[src/rtl/isp_pkg.sv]
// isp_pkg: shared constants for the ISP test-pattern transmitter.
//   PAT_*       pattern-select encodings for pattern_i
//   BAR_*       RGB888 colour-bar palette, left to right
//   state_t     transmitter FSM encoding
//   bar_color   bar index (0..7) to RGB888 colour
package isp_pkg;

    localparam int CW = 16;

    localparam logic [1:0] PAT_BARS   = 2'd0;
    localparam logic [1:0] PAT_GRAD   = 2'd1;
    localparam logic [1:0] PAT_CHECK  = 2'd2;
    localparam logic [1:0] PAT_SCROLL = 2'd3;

    localparam logic [23:0] BAR_WHITE   = 24'hFFFFFF;
    localparam logic [23:0] BAR_YELLOW  = 24'hFFFF00;
    localparam logic [23:0] BAR_CYAN    = 24'h00FFFF;
    localparam logic [23:0] BAR_GREEN   = 24'h00FF00;
    localparam logic [23:0] BAR_MAGENTA = 24'hFF00FF;
    localparam logic [23:0] BAR_RED     = 24'hFF0000;
    localparam logic [23:0] BAR_BLUE    = 24'h0000FF;
    localparam logic [23:0] BAR_BLACK   = 24'h000000;

    typedef enum logic [1:0] {
        IDLE   = 2'd0,
        RUN    = 2'd1,
        FINISH = 2'd2
    } state_t;

    function automatic logic [23:0] bar_color(input logic [2:0] idx);
        case (idx)
            3'd0:    bar_color = BAR_WHITE;
            3'd1:    bar_color = BAR_YELLOW;
            3'd2:    bar_color = BAR_CYAN;
            3'd3:    bar_color = BAR_GREEN;
            3'd4:    bar_color = BAR_MAGENTA;
            3'd5:    bar_color = BAR_RED;
            3'd6:    bar_color = BAR_BLUE;
            default: bar_color = BAR_BLACK;
        endcase
    endfunction

endpackage

[src/rtl/isp_pattern_gen_timing.sv]
// isp_pattern_gen_timing: h/v raster counters and region decode.
//   clk, rst       pixel clock, async active-high reset
//   adv            advance the raster by one cycle
//   x, y           active pixel / line coordinate (y truncated to 8 bits)
//   frame_start    counters at (0,0)
//   frame_end      counters at the last cycle of the frame
//   vsync_region   current line is a vsync line
//   active         current cycle is an active pixel
module isp_pattern_gen_timing
    import isp_pkg::*;
#(
    parameter int H_ACTIVE    = 1280,
    parameter int H_BLANK     = 370,
    parameter int V_ACTIVE    = 720,
    parameter int V_BLANK     = 30,
    parameter int VSYNC_LINES = 5
) (
    input  logic          clk,
    input  logic          rst,
    input  logic          adv,
    output logic [CW-1:0] x,
    output logic [7:0]    y,
    output logic          frame_start,
    output logic          frame_end,
    output logic          vsync_region,
    output logic          active
);

    localparam logic [CW-1:0] H_LAST = CW'(H_ACTIVE + H_BLANK - 1);
    localparam logic [CW-1:0] V_LAST = CW'(V_ACTIVE + V_BLANK - 1);
    localparam logic [CW-1:0] HB     = CW'(H_BLANK);
    localparam logic [CW-1:0] VB     = CW'(V_BLANK);
    localparam logic [CW-1:0] VS     = CW'(VSYNC_LINES);
    localparam logic [7:0]    VB8    = 8'(V_BLANK);

    logic [CW-1:0] h, v;
    logic          h_end, v_end;

    assign h_end = h == H_LAST;
    assign v_end = v == V_LAST;

    always_ff @(posedge clk or posedge rst) begin
        if (rst) begin
            h <= '0;
            v <= '0;
        end else if (adv) begin
            h <= h_end ? '0 : h + 1'b1;
            if (h_end)
                v <= v_end ? '0 : v + 1'b1;
        end
    end

    // Blanking precedes the active region on both axes, so the active
    // window always reaches the last counter value.
    assign frame_start  = h == '0 && v == '0;
    assign frame_end    = h_end && v_end;
    assign vsync_region = v < VS;
    assign active       = v >= VB && h >= HB;
    assign x            = h - HB;
    assign y            = v[7:0] - VB8;

endmodule

[src/rtl/isp_pattern_gen.sv]
// isp_pattern_gen: ISP video-stream transmitter with four RGB888 test patterns.
//   clk, rst     pixel clock, async active-high reset
//   en_i         run request; a started frame always completes
//   pattern_i    0 bars, 1 gradient, 2 checkerboard, 3 scrolling ramp
//   vsync_o      frame sync (registered)
//   valid_o      active-pixel qualifier (registered)
//   data_o       pixel {R,G,B}, zero outside active pixels
//   frame_cnt_o  completed-frame count, wraps
//   busy_o       frame in progress
module isp_pattern_gen
    import isp_pkg::*;
#(
    parameter int H_ACTIVE    = 1280,
    parameter int H_BLANK     = 370,
    parameter int V_ACTIVE    = 720,
    parameter int V_BLANK     = 30,
    parameter int VSYNC_LINES = 5,
    parameter int DATA_WIDTH  = 24
) (
    input  logic                  clk,
    input  logic                  rst,
    input  logic                  en_i,
    input  logic [1:0]            pattern_i,
    output logic                  vsync_o,
    output logic                  valid_o,
    output logic [DATA_WIDTH-1:0] data_o,
    output logic [15:0]           frame_cnt_o,
    output logic                  busy_o
);

    generate
        if (DATA_WIDTH != 24) begin : g_bad_width
            $error("isp_pattern_gen: DATA_WIDTH must be 24");
        end
    endgenerate

    localparam logic [CW-1:0] BAR_W = CW'(H_ACTIVE / 8);

    state_t                state;
    logic [1:0]            pat_q;
    logic [CW-1:0]         x, bar_q;
    logic [7:0]            y, ramp;
    logic                  frame_start, frame_end, vsync_region, active, run;
    logic [DATA_WIDTH-1:0] pix;

    assign run = state != IDLE;

    isp_pattern_gen_timing #(
        .H_ACTIVE   (H_ACTIVE),
        .H_BLANK    (H_BLANK),
        .V_ACTIVE   (V_ACTIVE),
        .V_BLANK    (V_BLANK),
        .VSYNC_LINES(VSYNC_LINES)
    ) u_timing (
        .clk         (clk),
        .rst         (rst),
        .adv         (run),
        .x           (x),
        .y           (y),
        .frame_start (frame_start),
        .frame_end   (frame_end),
        .vsync_region(vsync_region),
        .active      (active)
    );

    // Bars past the eighth (H_ACTIVE not divisible by 8) stay black.
    always_comb begin
        bar_q = x / BAR_W;
        ramp  = x[7:0] + frame_cnt_o[7:0];
        pix   = pat_q == PAT_BARS  ? bar_color(|bar_q[CW-1:3] ? 3'd7 : bar_q[2:0]) :
                pat_q == PAT_GRAD  ? {3{x[7:0]}} :
                pat_q == PAT_CHECK ? {DATA_WIDTH{x[6] ^ y[6]}} :
                                     {ramp, y, 8'h00};
    end

    // Leaving RUN/FINISH only happens at frame end, where the counters wrap
    // to (0,0) by themselves, so IDLE always restarts from the frame origin.
    always_ff @(posedge clk or posedge rst) begin
        if (rst) begin
            state       <= IDLE;
            pat_q       <= PAT_BARS;
            vsync_o     <= 1'b0;
            valid_o     <= 1'b0;
            data_o      <= '0;
            frame_cnt_o <= '0;
            busy_o      <= 1'b0;
        end else begin
            state   <= en_i ? RUN : (run && !frame_end) ? FINISH : IDLE;
            if (run && frame_start)
                pat_q <= pattern_i;
            vsync_o <= run && vsync_region;
            valid_o <= run && active;
            data_o  <= (run && active) ? pix : '0;
            busy_o  <= run;
            if (run && frame_end)
                frame_cnt_o <= frame_cnt_o + 1'b1;
        end
    end

endmodule

[config.mk]
export PLATFORM = sky130hd
export DESIGN_NAME = isp_pattern_gen
export DESIGN_NICKNAME = d
export VERILOG_FILES = /design/src/rtl/isp_pkg.sv /design/src/rtl/isp_pattern_gen_timing.sv /design/src/rtl/isp_pattern_gen.sv
export SDC_FILE = /design/constraint.sdc
export NUM_CORES = 1
export LEC_CHECK = 0
export BUFFER_PORTS_ARGS = -buffer_cell sky130_fd_sc_hd__buf_4
export CORE_ASPECT_RATIO = 0.8
export CORE_MARGIN = 1
export CORE_UTILIZATION = 62
export DETAILED_ROUTE_END_ITERATION = 8
export PLACE_DENSITY = 0.83
export REMOVE_ABC_BUFFERS = 1
export SLEW_MARGIN = 5
export SYNTH_ARGS = -nofsm -noshare
export SYNTH_HDL_FRONTEND = slang
export SYNTH_HIERARCHICAL = 1
export SYNTH_SLANG_ARGS = --single-unit
[constraint.sdc]
create_clock -name clk -period 8.5 [get_ports clk]
set_input_delay 0.85 -clock clk [delete_from_list [all_inputs] [get_ports clk]]
set_output_delay 0.85 -clock clk [all_outputs]
set_load 0.01 [all_outputs]
==> results of run 1 <==
logic make-up after synthesis:
kind of cell               after synthesis  share of synthesized area [%]
AOI/OAI and AO/OA                      150                           19.8
DFF                                     79                           34.8
buffers and inverters                   75                           6.49
xor gates and xnor gates                66                           10.2
muxes                                    6                           1.34
and+or+nand+nor                        225                           22.5
adders and majority gates               22                           4.93
path summary, 6_finish.rpt:
path	startpoint	endpoint	slack, ns	depth (start not counted)
max	u_timing/h[1]$_DFFE_PP0P_	data_o[12]$_DFF_PP0_	3.01	16
max in group asynchronous	rst	data_o[10]$_DFF_PP0_	7.17	2
min reg2reg	frame_cnt_o[15]$_DFFE_PP0P_	frame_cnt_o[15]$_DFFE_PP0P_	0.48	1
min in group asynchronous	rst	u_timing/v[5]$_DFFE_PP0P_	0.61	3
max reg2reg	u_timing/h[1]$_DFFE_PP0P_	data_o[12]$_DFF_PP0_	3.01	16
min	frame_cnt_o[15]$_DFFE_PP0P_	frame_cnt_o[15]$_DFFE_PP0P_	0.48	1
worst reg2reg max path, cell delays in order (launching register included):
cell and delay [ns]:
dfrtp_1 0.42, inv_1 0.27, ha_1 0.26, nand2b_1 0.10, a21oi_1 0.32, o21ai_1 0.12, xnor2_1 0.97, nand4bb_1 0.31
a31oi_4 0.11, a211oi_2 0.57, xnor2_1 0.24, o221ai_2 0.19, nor2_2 0.32, o21ai_0 0.15, nor3_1 0.23, o21ai_1 0.25
a211oi_1 0.50
per-layer routing:
| metal | track usage [%] | vias to the layer above | routed length [µm] |
|---|---|---|---|
| met2 | 44.8 | 246 | 5930 |
| li1 | - | 2303 | - |
| met3 | 8.33 | 27 | 1200 |
| met1 | 43.3 | 2326 | 6010 |
| met4 | 9.34 | 0 | 251 |
| met5 | 0 | - | 0 |
power groups by stage:
stage / Sequential [mW] / Combinational, mW / Clock, mW
6_report: 0.444 / 0.317 / 0.425
5_1_grt: 0.448 / 0.349 / 0.449
4_1_cts: 0.441 / 0.310 / 0.431
3_5_place_dp: 0.448 / 0.302 / 0
3_3_place_gp: 0.446 / 0.293 / 0
2_1_floorplan: 0.436 / 0.234 / 0
cell usage after synthesis, types with 9 or more instances:
cell type and count:
nand4_1 17, inv_1 32, buf_2 11, nand3_1 35
clkbuf_1 15, o21ai_0 28, a21oi_1 21, o21ai_1 15
and4_1 9, nor2_1 45, xnor2_1 47, nor3_1 12
a211oi_1 19, nand2_1 46, ha_1 20, dfrtp_1 79
xor2_1 19, a211oi_2 10
layout make-up:
type / instances / area, µm²
multi-input combinational: 469 / 3340
fill: 613 / 2350
sequential: 79 / 1980
timing repair buffer: 52 / 390
clock buffer: 10 / 239
tap: 112 / 140
inverter: 37 / 139
clock inverter: 6 / 93.8
metrics by stage:
stage	std cells	hold WS, ns
6_report	765	0.482
5_1_grt	765	0.488
4_1_cts	765	0.481
3_5_place_dp	749	0.471
3_3_place_gp	749	0.460
2_1_floorplan	585	0.443
state kept, by name, summed over array words and instances (netlist names):
register and cells:
busy_o 1, data_o 24, frame_cnt_o 16, pat_q 2
state 2, u_timing/h 16, u_timing/v 16, valid_o 1
vsync_o 1
==> metrics, run 1 <==
status finished clean; Yosys top cell area share 34.8%; Synth cell types 85; Die Ht 87.7 µm; crit path max-delay cell type xnor2_1; final instance area ~6300 µm²; worst slew pin tran 1.25 ns; I/O pin total 48; final hold violations 0; Slew Limit Fails 0; Starting Density 65.6%; endpoint class of the critical path flop; Avg WL per Cell 17.5 µm; Setup WS post-layout 3.01 ns; commonest non-fill, non-tap cell in the layout dfrtp_1; Routed Wire Length 13,400 µm; worst skew pair latency 0.34 ns; Avg Cell Area, Syn 9.13 µm²; Gate power share 26.7%; total gr overflow 0; Layout Utilization 72.9%; Die ar. 9560 µm²; row count 30; ant diodes 0; Routed Antenna Nets 0; Fin Setup TNS 0 ns; clock buffer depth 2; RSZ-0062 raised after global routing false; fmax 182 MHz; vias per std cell 6.41; Max-Cap Viols 0; initial DRC count 373; clock power share approximately 36%; register bit count reported by yosys 79; Total GRT Usage 30.3%; Buffers on Ports between 40 and 50; Post-synth ARST share 100%; Post-CTS Setup Inserts 0; worst slack, placed 3.19 ns; CP required slightly below 9 ns; Setup CP Type flop to flop; Residual DRC 0; clock transition at the registers of the reported paths 0.06 ns; DP Area 5990 µm²; layout cells sized above 1 between 10% and 20%; largest net degree at the start of global routing 48; sw power approximately 0.43 mW; CP arrival 5.68 ns; P&R area growth vs syn 11.1%; Final setup violation count 0; nets 674; Sequential Power Share 37.5%; # resized after CTS 0; maximum vdd drop 0.155 mV; Clock Sinks a little under 80; Net Sw Frac 36.0%; P_leak 2.84 nW; TritonRoute pass-1 iters 7; CTS root buffer clkbuf_16; total CTS buffers 9; CP bufs+invs 1; first-pass GRT wire length roughly 22,000 µm; Layout Skew 0.00770 ns; warnings from Yosys 6; vias in the first global route approximately 4.5k; largest stage delay on the critical path a little under 1 ns; maximum fanout along the worst path 16; Mapped Cells 623; Synth Cell Area 5690 µm²; Pwr Density 188 nW/µm²; hold_buf cts 0; antenna violations before repair 0; Most used DFF post-synth dfrtp_1; overall power between 1 and 1.5 mW; crit-path leading delay family compound AO/OA/AOI/OAI gates; CORE AREA 8670 µm²; fraction of the yosys area taken by sequential cells 34.8%; Int Power 0.760 mW; crit path cell chain inv_1, ha_1, nand2b_1, a21oi_1, o21ai_1, xnor2_1, nand4bb_1, a31oi_4, a211oi_2, xnor2_1, o221ai_2, nor2_2, o21ai_0, nor3_1, o21ai_1, a211oi_1; post-synth top area cell dfrtp_1; CTS HTree Levels 3; Worst Hold Class flop to flop; dominant cells by area after synthesis dfrtp_1 (35%), xnor2_1 (7.2%), ha_1 (4.4%); most frequent cells in the layout dfrtp_1 (79), buf_4 (52), xnor2_1 (47), nand2_1 (46), nor2_1 (45); CTS tree done; Post-synth EDFFs 0; final worst path period share approximately 65%; Slew headroom 15.9%; dpl hpwl 9530 µm; gpl congestion ~1.0; die width 109 µm; Period minus WS final about 5.5 ns; vias 4,902; startpoint types flop
Note: power is estimated with default switching activity, not from simulation.
==> run 2, diff against run 1 <==
Settings changed: CORE_UTILIZATION 62 to 55, PLACE_DENSITY 0.83 to 0.78.
Clock period 8.5 ns to 5 ns, I/O delays scaled along.
==> metrics, run 2 (synthesis results as in run 1) <==
P&R area growth vs syn 12.3%; worst slack, placed 0.301 ns; Top reg by flops data_o; Avg WL per Cell 16.6 µm; Int Power 1.21 mW; max reg flops 24; M1 GR Usage 38.7%; clock buffer depth 2; Sequential Power Share 39.1%; commonest non-fill, non-tap cell in the layout dfrtp_1; fill count 809; final worst path period share 91.0%; total gr overflow 0; Total GRT Usage a little over a quarter; total CTS buffers 9; ant diodes 0; footprint of the multi-input gates 3360 µm²; Setup WS post-layout about 0.45 ns; row count 32; Pwr Density roughly 300 nW/µm²; final hold violations 0; die width 116 µm; global-route layer with the greatest usage met2; Slew headroom about 38%; clock power share between 30% and 40%; maximum fanout along the worst path 9; TritonRoute pass-1 iters 5; Starting Density around 58%; Fin Setup TNS 0 ns; endpoint class of the critical path flop; most frequent cells in the layout dfrtp_1 (79), buf_4 (61), nand2_1 (46), xnor2_1 (46), nor2_1 (45); antenna violations before repair 0; RSZ-0062 raised after global routing false; vias in the first global route 4,485; startpoint types flop; Seq. cell area 1980 µm²; Routed Antenna Nets 0; vias just under 5k; dpl hpwl 9620 µm; Buffers on Ports 47; Period minus WS final 4.55 ns; Slew Limit Fails 0; CTS HTree Levels 3; worst slew pin tran 0.930 ns; P_leak 2.85 nW; Net Sw Frac 37.6%; CP required between 5 and 6 ns; Layout Skew roughly 0.0063 ns; gpl congestion 0.915; CTS root buffer clkbuf_16; Clock Sinks 79; layout cells sized above 1 19.9%; clock transition at the registers of the reported paths around 0.06 ns; Max-Cap Viols 0; initial DRC count 413; Gate power share between 20% and 30%; Die Ht approximately 93 µm; Die ar. 10,800 µm²; CORE AREA between 9000 and 10,000 µm²; largest net degree at the start of global routing 48; Layout Utilization 64.9%; Routed Wire Length between 10,000 and 15,000 µm; nets 683; status finished clean; I/O pin total 48; Worst Hold Class input pin to asynchronous set/reset pin; vias per std cell 6.14; Residual DRC 0; worst skew pair latency 0.34 ns; maximum vdd drop between 0.3 and 0.4 mV; sw power about 0.73 mW; met2 usage 39.4%; first-pass GRT wire length roughly 22,000 µm; Final setup violation count 0; grt met3 use around 5.2%; Hold Slack 0.265 ns; CTS tree done; CP arrival 4.73 ns; Setup CP Type flop to flop; fmax 220 MHz
-- run 2: changes by cell type in the layout (fill, tap and decap cells not counted), sizes merged --
cell    change
buf         +9
bufinv      -2
clkbuf      +1
inv         +1
-- run 2: power by group through the flow --
stage          Sequential [mW]  Combinational [mW]  Clock [mW]
2_1_floorplan            0.742               0.398           0
3_5_place_dp             0.763               0.537           0
3_3_place_gp             0.760               0.525           0
5_1_grt                  0.764               0.610       0.651
6_report                 0.755               0.554       0.624
4_1_cts                  0.751               0.544       0.628
-- run 2: metrics by stage --
stage	power (mW)	instance area, µm²	instances
finish	1.93	6390	798
global route	2.02	6390	798
CTS	1.92	6360	797
detailed placement	1.30	6080	781
global placement	1.29	6080	781
floorplan	1.14	5460	585
-- run 2: worst paths after layout --
kind | from | endpoint | slack (ns) | cells past startpoint
min in group clk | en_i | state[0]$_DFF_PP0_ | 0.27 | 1
max | u_timing/h[1]$_DFFE_PP0P_ | data_o[17]$_DFF_PP0_ | 0.45 | 17
min reg2reg | u_timing/v[15]$_DFFE_PP0P_ | u_timing/v[15]$_DFFE_PP0P_ | 0.47 | 1
max reg2reg | u_timing/h[1]$_DFFE_PP0P_ | data_o[17]$_DFF_PP0_ | 0.45 | 17
min | rst | u_timing/v[7]$_DFFE_PP0P_ | 0.26 | 3
max in group asynchronous | rst | data_o[0]$_DFF_PP0_ | 4.04 | 2
-- run 2: metal layers --
metal  part of all wire [%]  up-vias
met4                    1.0        0
li1                       -     2329
met2                     44      204
met3                    7.2       15
met1                     47     2349
met5                      0        -
-- run 2: timing repair --
| action | CTS | global route |
|---|---|---|
| buffers inserted | 0 | 1 |
| gates resized for setup | 0 | 3 |
| hold buffers | 0 | 0 |
| setup endpoints to repair | 0 | 23 |
-- run 2: area by class of cell --
class | instances | area share (%)
clock buffer | 11 | 3.80
clock inverter | 5 | 0.666
inverter | 37 | 2.17
multi-input combinational | 469 | 52.6
sequential | 79 | 30.9
tap | 136 | 2.66
timing repair buffer | 61 | 7.17
-- run 2: worst max-delay path, stage by stage, from the launching register on --
cell and delay, ns:
dfrtp_1 0.43, inv_1 0.25, ha_1 0.23, nand2b_1 0.11, a21oi_2 0.23, o211ai_1 0.16, xnor2_2 0.37, buf_4 0.25
xnor2_1 0.15, a211o_1 0.40, or3_1 0.36, o31a_1 0.12, o21a_4 0.25, a31o_1 0.20, o211a_1 0.25, o21a_2 0.25
o21ai_4 0.30, a211oi_2 0.07
==> run 3, diff against run 2 <==
Settings changed: CORE_UTILIZATION 55 to 57, CTS_BUF_LIST set to sky130_fd_sc_hd__clkbuf_4 sky130_fd_sc_hd__clkbuf_8, CTS_CLUSTER_SIZE set to 40, PLACE_DENSITY 0.78 to 0.81.
==> metrics, run 3 (synthesis results as in run 1) <==
status finished clean; Routed Antenna Nets 0; fill count roughly 730; Die Ht 91.3 µm; Pwr Density 290 nW/µm²; maximum vdd drop between 0.2 and 0.25 mV; Max-Cap Viols 0; Seq. cell area just under 2000 µm²; largest stage delay on the critical path 0.46 ns; commonest non-fill, non-tap cell in the layout dfrtp_1; CTS HTree Levels 3; initial DRC count 354; Buffers on Ports 47; Final setup violation count 0; Slew Limit Fails 0; final hold violations 0; vias in the first global route 4,410; Routed Wire Length 13,300 µm; CTS root buffer clkbuf_8; CORE AREA about 9600 µm²; DP Area 6070 µm²; Die ar. 10,400 µm²; clock transition at the registers of the reported paths 0.08 ns; CP arrival 4.85 ns; worst slack, placed ~0.42 ns; CP required 5.24 ns; # resized after CTS 0; Fin Setup TNS 0 ns; Worst Hold Class input pin to asynchronous set/reset pin; max reg flops 24; Residual DRC 0; Setup WS post-layout 0.386 ns; nets 681; Total GRT Usage roughly a quarter; maximum fanout along the worst path 16; I/O pin total 48; Layout Skew 0.00897 ns; CP bufs+invs 2; final worst path period share 92.3%; Top reg by flops data_o; RSZ-0062 raised after global routing false; total CTS buffers 9; total gr overflow 0; ant diodes 0; Slew headroom 36.4%; row count 32; vias 4,892; Period minus WS final 4.61 ns; crit path max-delay cell type a211oi_2; crit-path leading delay family compound AO/OA/AOI/OAI gates; clock buffer depth 2; CP most frequent cell a211oi_2; first-pass GRT wire length 21,800 µm; TritonRoute pass-1 iters 5; Layout Utilization 65.3%; fmax 217 MHz; vias per std cell ~6.2; largest net degree at the start of global routing 48; hold_buf cts 0; Clock Sinks 79; Avg WL per Cell 16.7 µm; crit path cell chain inv_1, ha_1, nand2b_1, a21oi_1, o211ai_1, xnor2_1, buf_4, nor2b_2, and4_1, a211oi_2, xnor2_1, o221ai_2, nor2_2, nor2_1, a211oi_2, o21ai_1, a211oi_2, nor3_2; die width 114 µm; startpoint types flop; worst slew pin tran ~0.95 ns; gpl congestion 0.944; most frequent cells in the layout dfrtp_1 (79), buf_4 (59), xnor2_1 (47), nand2_1 (46), nor2_1 (45); P&R area growth vs syn 10.9%; layout cells sized above 1 19.6%; P_leak 2.82 nW; antenna violations before repair 0; endpoint class of the critical path flop; Starting Density 58.9%; worst skew pair latency 0.37 ns; Setup CP Type flop to flop; dpl hpwl 9420 µm; footprint of the multi-input gates ~3400 µm²; CTS tree done; Post-CTS Setup Inserts 0; final instance area 6300 µm²
[run 3: layout make-up]
type	count	area share, %
clock buffers	9	1.96
clock inverters	6	1.37
inverters	37	2.20
multi-input cells	469	53.4
flip-flops and latches	79	31.4
well taps	136	2.70
repair buffers	59	7.03
[run 3: worst reg2reg max path, stage by stage, from the launching register on]
cell,delay [ns]
dfrtp_1,0.43
inv_1,0.26
ha_1,0.25
nand2b_1,0.11
a21oi_1,0.32
o211ai_1,0.15
xnor2_1,0.15
buf_4,0.19
nor2b_2,0.18
and4_1,0.24
a211oi_2,0.46
xnor2_1,0.24
o221ai_2,0.18
nor2_2,0.30
nor2_1,0.09
a211oi_2,0.38
o21ai_1,0.20
a211oi_2,0.29
nor3_2,0.08
[run 3: report_power, final]
part	total (mW)	switching (mW)	internal, mW
clock	0.518	0.241	0.277
combinational	0.558	0.373	0.185
sequential	0.754	0.0863	0.668
total	1.83	0.700	1.13
[run 3: layer usage]
layer | wire, µm | up-vias | GRT usage (%) | part of all wire (%)
met5 | 0 | - | 0 | 0
met4 | 182 | 0 | 7.13 | 1.4
met3 | 928 | 28 | 6.28 | 7.0
met2 | 6170 | 214 | 41.0 | 46
met1 | 6010 | 2322 | 36.7 | 45
li1 | - | 2328 | - | -
[run 3: path summary, 6_finish.rpt]
check,from,to,slack [ns],cells past startpoint
min,rst,u_timing/v[7]$_DFFE_PP0P_,0.24,3
min in group clk,en_i,state[0]$_DFF_PP0_,0.25,1
max,u_timing/h[1]$_DFFE_PP0P_,data_o[2]$_DFF_PP0_,0.39,18
max reg2reg,u_timing/h[1]$_DFFE_PP0P_,data_o[2]$_DFF_PP0_,0.39,18
max in group asynchronous,rst,data_o[2]$_DFF_PP0_,4.05,2
min reg2reg,frame_cnt_o[15]$_DFFE_PP0P_,frame_cnt_o[15]$_DFFE_PP0P_,0.48,1
[run 3: stage by stage]
stage                     total power, mW  instances  hold WS [ns]
after floorplan                      1.14        585         0.443
after global placement               1.28        780         0.465
after detailed placement             1.30        780         0.464
after CTS                            1.82        795         0.240
after global routing                 1.93        795         0.230
final                                1.83        795         0.237
